<file path="config.mk">
export PLATFORM = sky130hd
export DESIGN_NAME = audio_sample_sequencer
export DESIGN_NICKNAME = d
export VERILOG_FILES = /design/src/rtl/audio_sample_sequencer.sv
export SDC_FILE = /design/constraint.sdc
export NUM_CORES = 1
export LEC_CHECK = 0
export ABC_AREA = 1
export CAP_MARGIN = 20
export CORE_ASPECT_RATIO = 0.9
export CORE_MARGIN = 3
export CORE_UTILIZATION = 47
export CTS_BUF_LIST = sky130_fd_sc_hd__clkbuf_4
export CTS_CLUSTER_SIZE = 20
export DETAILED_ROUTE_END_ITERATION = 12
export GPL_TIMING_DRIVEN = 0
export PLACE_DENSITY = 0.95
export SLEW_MARGIN = 20
export SYNTH_ARGS = -nofsm -noshare
export SYNTH_HDL_FRONTEND = slang
export SYNTH_SLANG_ARGS = --single-unit
export TNS_END_PERCENT = 1
</file>
<file path="constraint.sdc">
create_clock -name clk -period 2.5 [get_ports clk]
set_input_delay 0.5 -clock clk [delete_from_list [all_inputs] [get_ports clk]]
set_output_delay 0.5 -clock clk [all_outputs]
set_load 0.02 [all_outputs]
</file>
<file path="src/rtl/audio_sample_sequencer.sv">
// Sequences one stereo sample per pass: fetch a ROM word, wait for the codec, transfer.
// Define AUDIO_SEQ_ONESHOT_EN to stop in DONE after the last ROM word instead of looping.
module audio_sample_sequencer #(
  parameter int DATA_W    = 24,
  parameter int ADDR_W    = 16,
  parameter int ROM_DEPTH = 48000,
  parameter int ROM_LAT   = 2
) (
  input  logic              clk,
  input  logic              reset,
  input  logic              enable,
  input  logic              src_rom,
  input  logic              read_ready,
  input  logic              write_ready,
  input  logic [DATA_W-1:0] mic_left,
  input  logic [DATA_W-1:0] mic_right,
  input  logic [DATA_W-1:0] rom_q,
  output logic [ADDR_W-1:0] rom_addr,
  output logic              codec_read,
  output logic              codec_write,
  output logic [DATA_W-1:0] out_left,
  output logic [DATA_W-1:0] out_right,
  output logic              sample_strobe,
  output logic              wrap,
  output logic              busy
);

  typedef enum logic [2:0] {IDLE, FETCH, WAIT_RDY, XFER, DONE} state_t;

  state_t     state;
  state_t     state_nxt;
  logic [2:0] lat_cnt;
  logic       both_rdy;
  logic       last_addr;

  assign both_rdy  = read_ready & write_ready;
  assign last_addr = (rom_addr == ADDR_W'(ROM_DEPTH - 1));

  // NOTE: every output of this block gets a default first, so no path can infer a latch.
  always_comb begin
    state_nxt     = state;
    codec_read    = 1'b0;
    codec_write   = 1'b0;
    sample_strobe = 1'b0;
    wrap          = 1'b0;
    busy          = (state != IDLE);
    case (state)
      IDLE:     if (enable) state_nxt = FETCH;
      // Counter runs regardless of the readies, so the ROM always gets its full latency.
      FETCH:    if (lat_cnt == 3'(ROM_LAT - 1)) state_nxt = WAIT_RDY;
      WAIT_RDY: if (both_rdy) state_nxt = XFER;
      XFER: begin
        codec_read    = 1'b1;
        codec_write   = 1'b1;
        sample_strobe = 1'b1;
        wrap          = last_addr;
        state_nxt     = enable ? FETCH : IDLE;
`ifdef AUDIO_SEQ_ONESHOT_EN
        if (last_addr) state_nxt = DONE;
`endif
      end
      DONE:     if (!enable) state_nxt = IDLE;
      default:  state_nxt = IDLE;
    endcase
  end

  // NOTE: state registers use non-blocking assignments so all flops update together at the edge.
  // NOTE: the reset clears only true state; strobes, wrap and busy decode from state and follow.
  always_ff @(posedge clk) begin
    if (reset) begin
      state     <= IDLE;
      lat_cnt   <= 3'd0;
      rom_addr  <= '0;
      out_left  <= '0;
      out_right <= '0;
    end else begin
      state   <= state_nxt;
      lat_cnt <= (state == FETCH) ? lat_cnt + 3'd1 : 3'd0;
      // src_rom only matters at the instant the sample is captured.
      if (state == WAIT_RDY && both_rdy) begin
        out_left  <= src_rom ? rom_q : mic_left;
        out_right <= src_rom ? rom_q : mic_right;
      end
      if (state == XFER)
        rom_addr <= last_addr ? '0 : rom_addr + 1'b1;
    end
  end

endmodule

</file>
## Word-level counts from Yosys, hierarchy flattened

Index checks and enable logic that the tools add are counted.

- Input port bits: 78
- Output and inout bits: 69
- Register bits: 70
- Logic and storage cells: 35

- Reduce and logical (&&, ||, !) cells: 5
- Bitwise gates (word level): 2
- Equal/unequal tests: 10
- Multiplexer cells: 11
- Add/subtract/negate cells: 2

Operator list:

| operator | count |
|---|---|
| 24-bit two-way mux | 2 |
| 16-bit by 1-bit adder with 16-bit output (second input constant) | 1 |
| 16-bit equality test (second input constant) | 1 |
| 16-bit two-way mux | 1 |
| 3-bit one-hot mux with 5 select lines | 1 |
| 3-bit two-way mux | 4 |
| 2-bit != test (second input constant) | 4 |
| 3-bit by 1-bit equality test with 1-bit output (second input constant) | 2 |
| 3-bit by 2-bit equality test with 1-bit output (second input constant) | 2 |
| 4-bit AND reduction | 1 |
| 3-bit by 1-bit adder with 3-bit output (second input constant) | 1 |
| 3-bit equality test (second input constant) | 1 |
| 3-bit logical NOT | 1 |
| 1-bit two-way mux | 3 |
| 3-bit nonzero test | 1 |
| 2-bit OR reduction | 1 |
| 1-bit AND | 1 |
| 1-bit logical AND | 1 |
| 1-bit inverter | 1 |

## Longest topological paths before layout

- Depth in word-level cells: 3
- Gate-level depth with buffers: 9
- Gate-level depth less buffers: 9

## Least setup slack after synthesis

OpenSTA, ideal clock, no wires.

- Kind: register to output
- Start: register state[1]
- End: output port wrap
- Arrival: 1.353 ns
- Path buffers: 1
- Required time: 2.000 ns
- Slack: 0.647 ns
- Cell stages (with the launch flop): 7
- Cell sequence: dfxtp_1 -> ha_1 -> buf_4 -> nand2_1 -> nor2_1 -> nand4_2 -> inv_1

- Longest elaborated chain between the ends: 2

RTL lines:

| item | RTL line | source |
|---|---|---|
| from (decl) | 30 | `state_t state;` |
| from (signal assigned) | 77 | `state <= state_nxt;` |
| 3-bit by 2-bit equality test with 1-bit output | 47 | `case (state)` |
| 1-bit two-way mux | 47 |  |
| to (decl) | 24 | `output logic wrap,` |

Every way passes these cells.

## Final worst setup path

Same ends and word-level chain as after synthesis.

==> flow_summary.yaml <==
floorplanning:
  core_um2: 6800
  die_x_um: 95.7
  start_util: 0.501
  die_h_um: 86.7
  io_pins: 147
  fp.dieArea_um2: 8300
  rows: 28
drt:
  top_layer_used: "met4"
  avgViaCountPerCell: 4.99
  wl_met3_um: 979
  route.detailed.drc: 0
  dr_wl_met2_um: 5000
  first_pass_iters: 4
  drt-met1-wl_um: 3970
  routed_wl_um: 10300
  wl_per_cell_um: 13.7
  ant_nets: 0
  drt_iter0_drc: 133
  vias: 3731
timing:
  slew_violations: 0
  hold_violations: 0
  hold_ws_ps: 446
  tns_ps: 0
  rsz0062_at_grt: "false"
  setup-violations-final: 0
  tightest_slew_ps: 465
  min_period_over_period: 0.925
  fin_skew_ps: 14.1
  fmax_mhz: 433
  slew_headroom: 0.690
  fin_crit_ps: 2310
placed_design:
  gp_congestion: 0.933
  dpl_cell_area_um2: 4970
  io_buffers: 145
  dp_hpwl_um: 8180
power_and_ir_drop:
  p_leak_nw: 2.00
  p_per_area_nw_per_um2: 515
  ir_drop_v: 0.000452
run_status:
  run_status: "finished clean"
yosys:
  synth_seq_cells: 69
  yosys_warnings: 0
  synth_top_area_frac: 0.406
  synth-simple-area-share: 0.146
  synth-seq-area-share: 0.406
  synth_xor_area_frac: 0.0180
  syn_area_per_cell_um2: 6.82
  synthMuxAreaShare: 0.00294
  synth-adder-area-share: 0.0257
  synth_edf_count: 0
  synth_cell_types: 27
  netlist_top_cells_count: "113 x inv_1, 92 x o21ai_0, 69 x dfxtp_1"
  syn_nets: 584
  synth.largest_area_cell: "dfxtp_1"
  synth.most_common_cell: "inv_1"
  syn_area_um2: 3400
  synth_top_family_by_area: "compound AO/OA/AOI/OAI gates"
  syn_inst: 499
  yosys-top-cells-area: "dfxtp_1 41%, o21ai_0 14%, inv_1 12%"
  ys_async_sr_fraction: 0
  synth_compound_area_frac: 0.235
  synthFlopType: "dfxtp_1"
clock_tree:
  insertion_delay_ps: 400
  htreeDepth: 3
  cts_setup_buffers: 0
  clock-sinks: 69
  clk_pin_slew_worst_paths_ps: 100
  clock_path_buffers: 2
  cts_made_buffers: 9
  hold_buffers: 0
  clock-root-buffer: "clkbuf_4"
  cts_tree: "done"
critical_path:
  worst-setup-path-type: "flop to output pin"
  cp-start-kind: "flop"
  reg2reg_depth: 6
  end_kind: "output pin"
  path_max_fanout: 9
  crit_required_ps: 2000
  r2r-end: "out_left[17]"
  crit_arrival_ps: 1810
  reg2reg_setup_slack_ps: 770
  r2r-start: "state[0]"
flow_run:
  cap_violations: 0
grt:
  track_usage: 0.260
  grt_pass1_wl_um: 16900
  grt_max_degree: 11
  antenna_found_initial: 0
  grt_pass1_vias: 3748
  grt_overflow: 0
finish:
  areaGrowthSynthToFinish_pct: 48.6
  num-nets-final: 740
  drive_gt1_frac: 0.0638
  stdcell_area_um2: 5060
  n_antenna_cell: 0
worst_hold_path:
  hold_start: "out_right[20]"
  hold_path_depth: 2
  hp-class: "flop to flop"
  hold_end: "out_right[20]"
==> routing by layer <==
metal  vias up  GRT usage
met3        28     0.0981
met4         0     0.0943
met2       169      0.455
li1       1858          -
met5         -          0
met1      1676      0.286
==> cell families (layout without fill, tap and decap cells) <==
logic type / after synthesis / count (layout)
xor gates and xnor gates: 7 / 7
buffers and inverters: 143 / 302
AOI/OAI and AO/OA: 158 / 158
muxes: 1 / 1
DFF: 69 / 69
and+or+nand+nor: 114 / 114
adders and majority gates: 7 / 7
==> layout make-up <==
type | instances | area [µm²]
buffer | 27 | 131
clock buffer | 10 | 75.1
clock inverter | 4 | 17.5
fill | 505 | 1740
inverter | 116 | 435
multi-input combinational | 287 | 1460
sequential | 69 | 1380
tap | 90 | 113
timing repair buffer | 145 | 1450
==> worst max-delay path by stage <==
stage                     slack [ps]  endpoint  startpoint  depth (start not counted)
after global routing              50      wrap    state[1]                          7
after CTS                         10      wrap    state[1]                          7
after detailed placement         170      wrap    state[1]                          7
final                            190      wrap    state[1]                          7
after global placement           240      wrap    state[1]                          7
after floorplan                  650      wrap    state[1]                          6
==> power by group <==
part | internal (W) | switching [W]
registers | 0.00119 | 0.0000573
clock network | 0.000196 | 0.000365
logic | 0.000383 | 0.000417
==> what timing repair did <==
action	CTS	global route
setup endpoints to repair	1	1
endpoints found under the hold margin	0	0
pin swaps	0	0
gates resized for setup	2	2
==> through the flow <==
step	instances	setup slack (ps)	utilization	power, W
finish	748	188	0.744	0.00261
global route	748	54.1	0.744	0.00276
CTS	748	14.0	0.744	0.00262
detailed placement	734	168	0.731	0.00207
global placement	734	238	0.731	0.00204
floorplan	499	647	-	0.00167
==> flip-flops by register name, summed over array words and instances, names as in the netlist <==
name / cells
out_right: 24
out_left: 24
lat_cnt: 3
state: 2
rom_addr: 16
==> layout by cell type (no fill, tap or decap), types with 6 or more instances in the layout <==
cell type        Yosys  layout
clkdlybuf4s50_1      0     144
inv_1              113     113
o21ai_0             92      92
dfxtp_1             69      69
nand2_1             61      61
a21oi_1             54      54
nor2_1              29      29
clkbuf_1            14      14
clkbuf_4             0      10
nand3_1              9       9
buf_2                9       9
o21ai_1              9       9
ha_1                 7       6
==> critical path, cell delays in order (launching register included) <==
cell and delay, ps:
dfxtp_1 390, ha_2 220, buf_4 180, nand2_1 70
nor2_1 140, nand4_2 160, inv_1 80, clkbuf_2 160
Power figures use the tool's default switching activity.
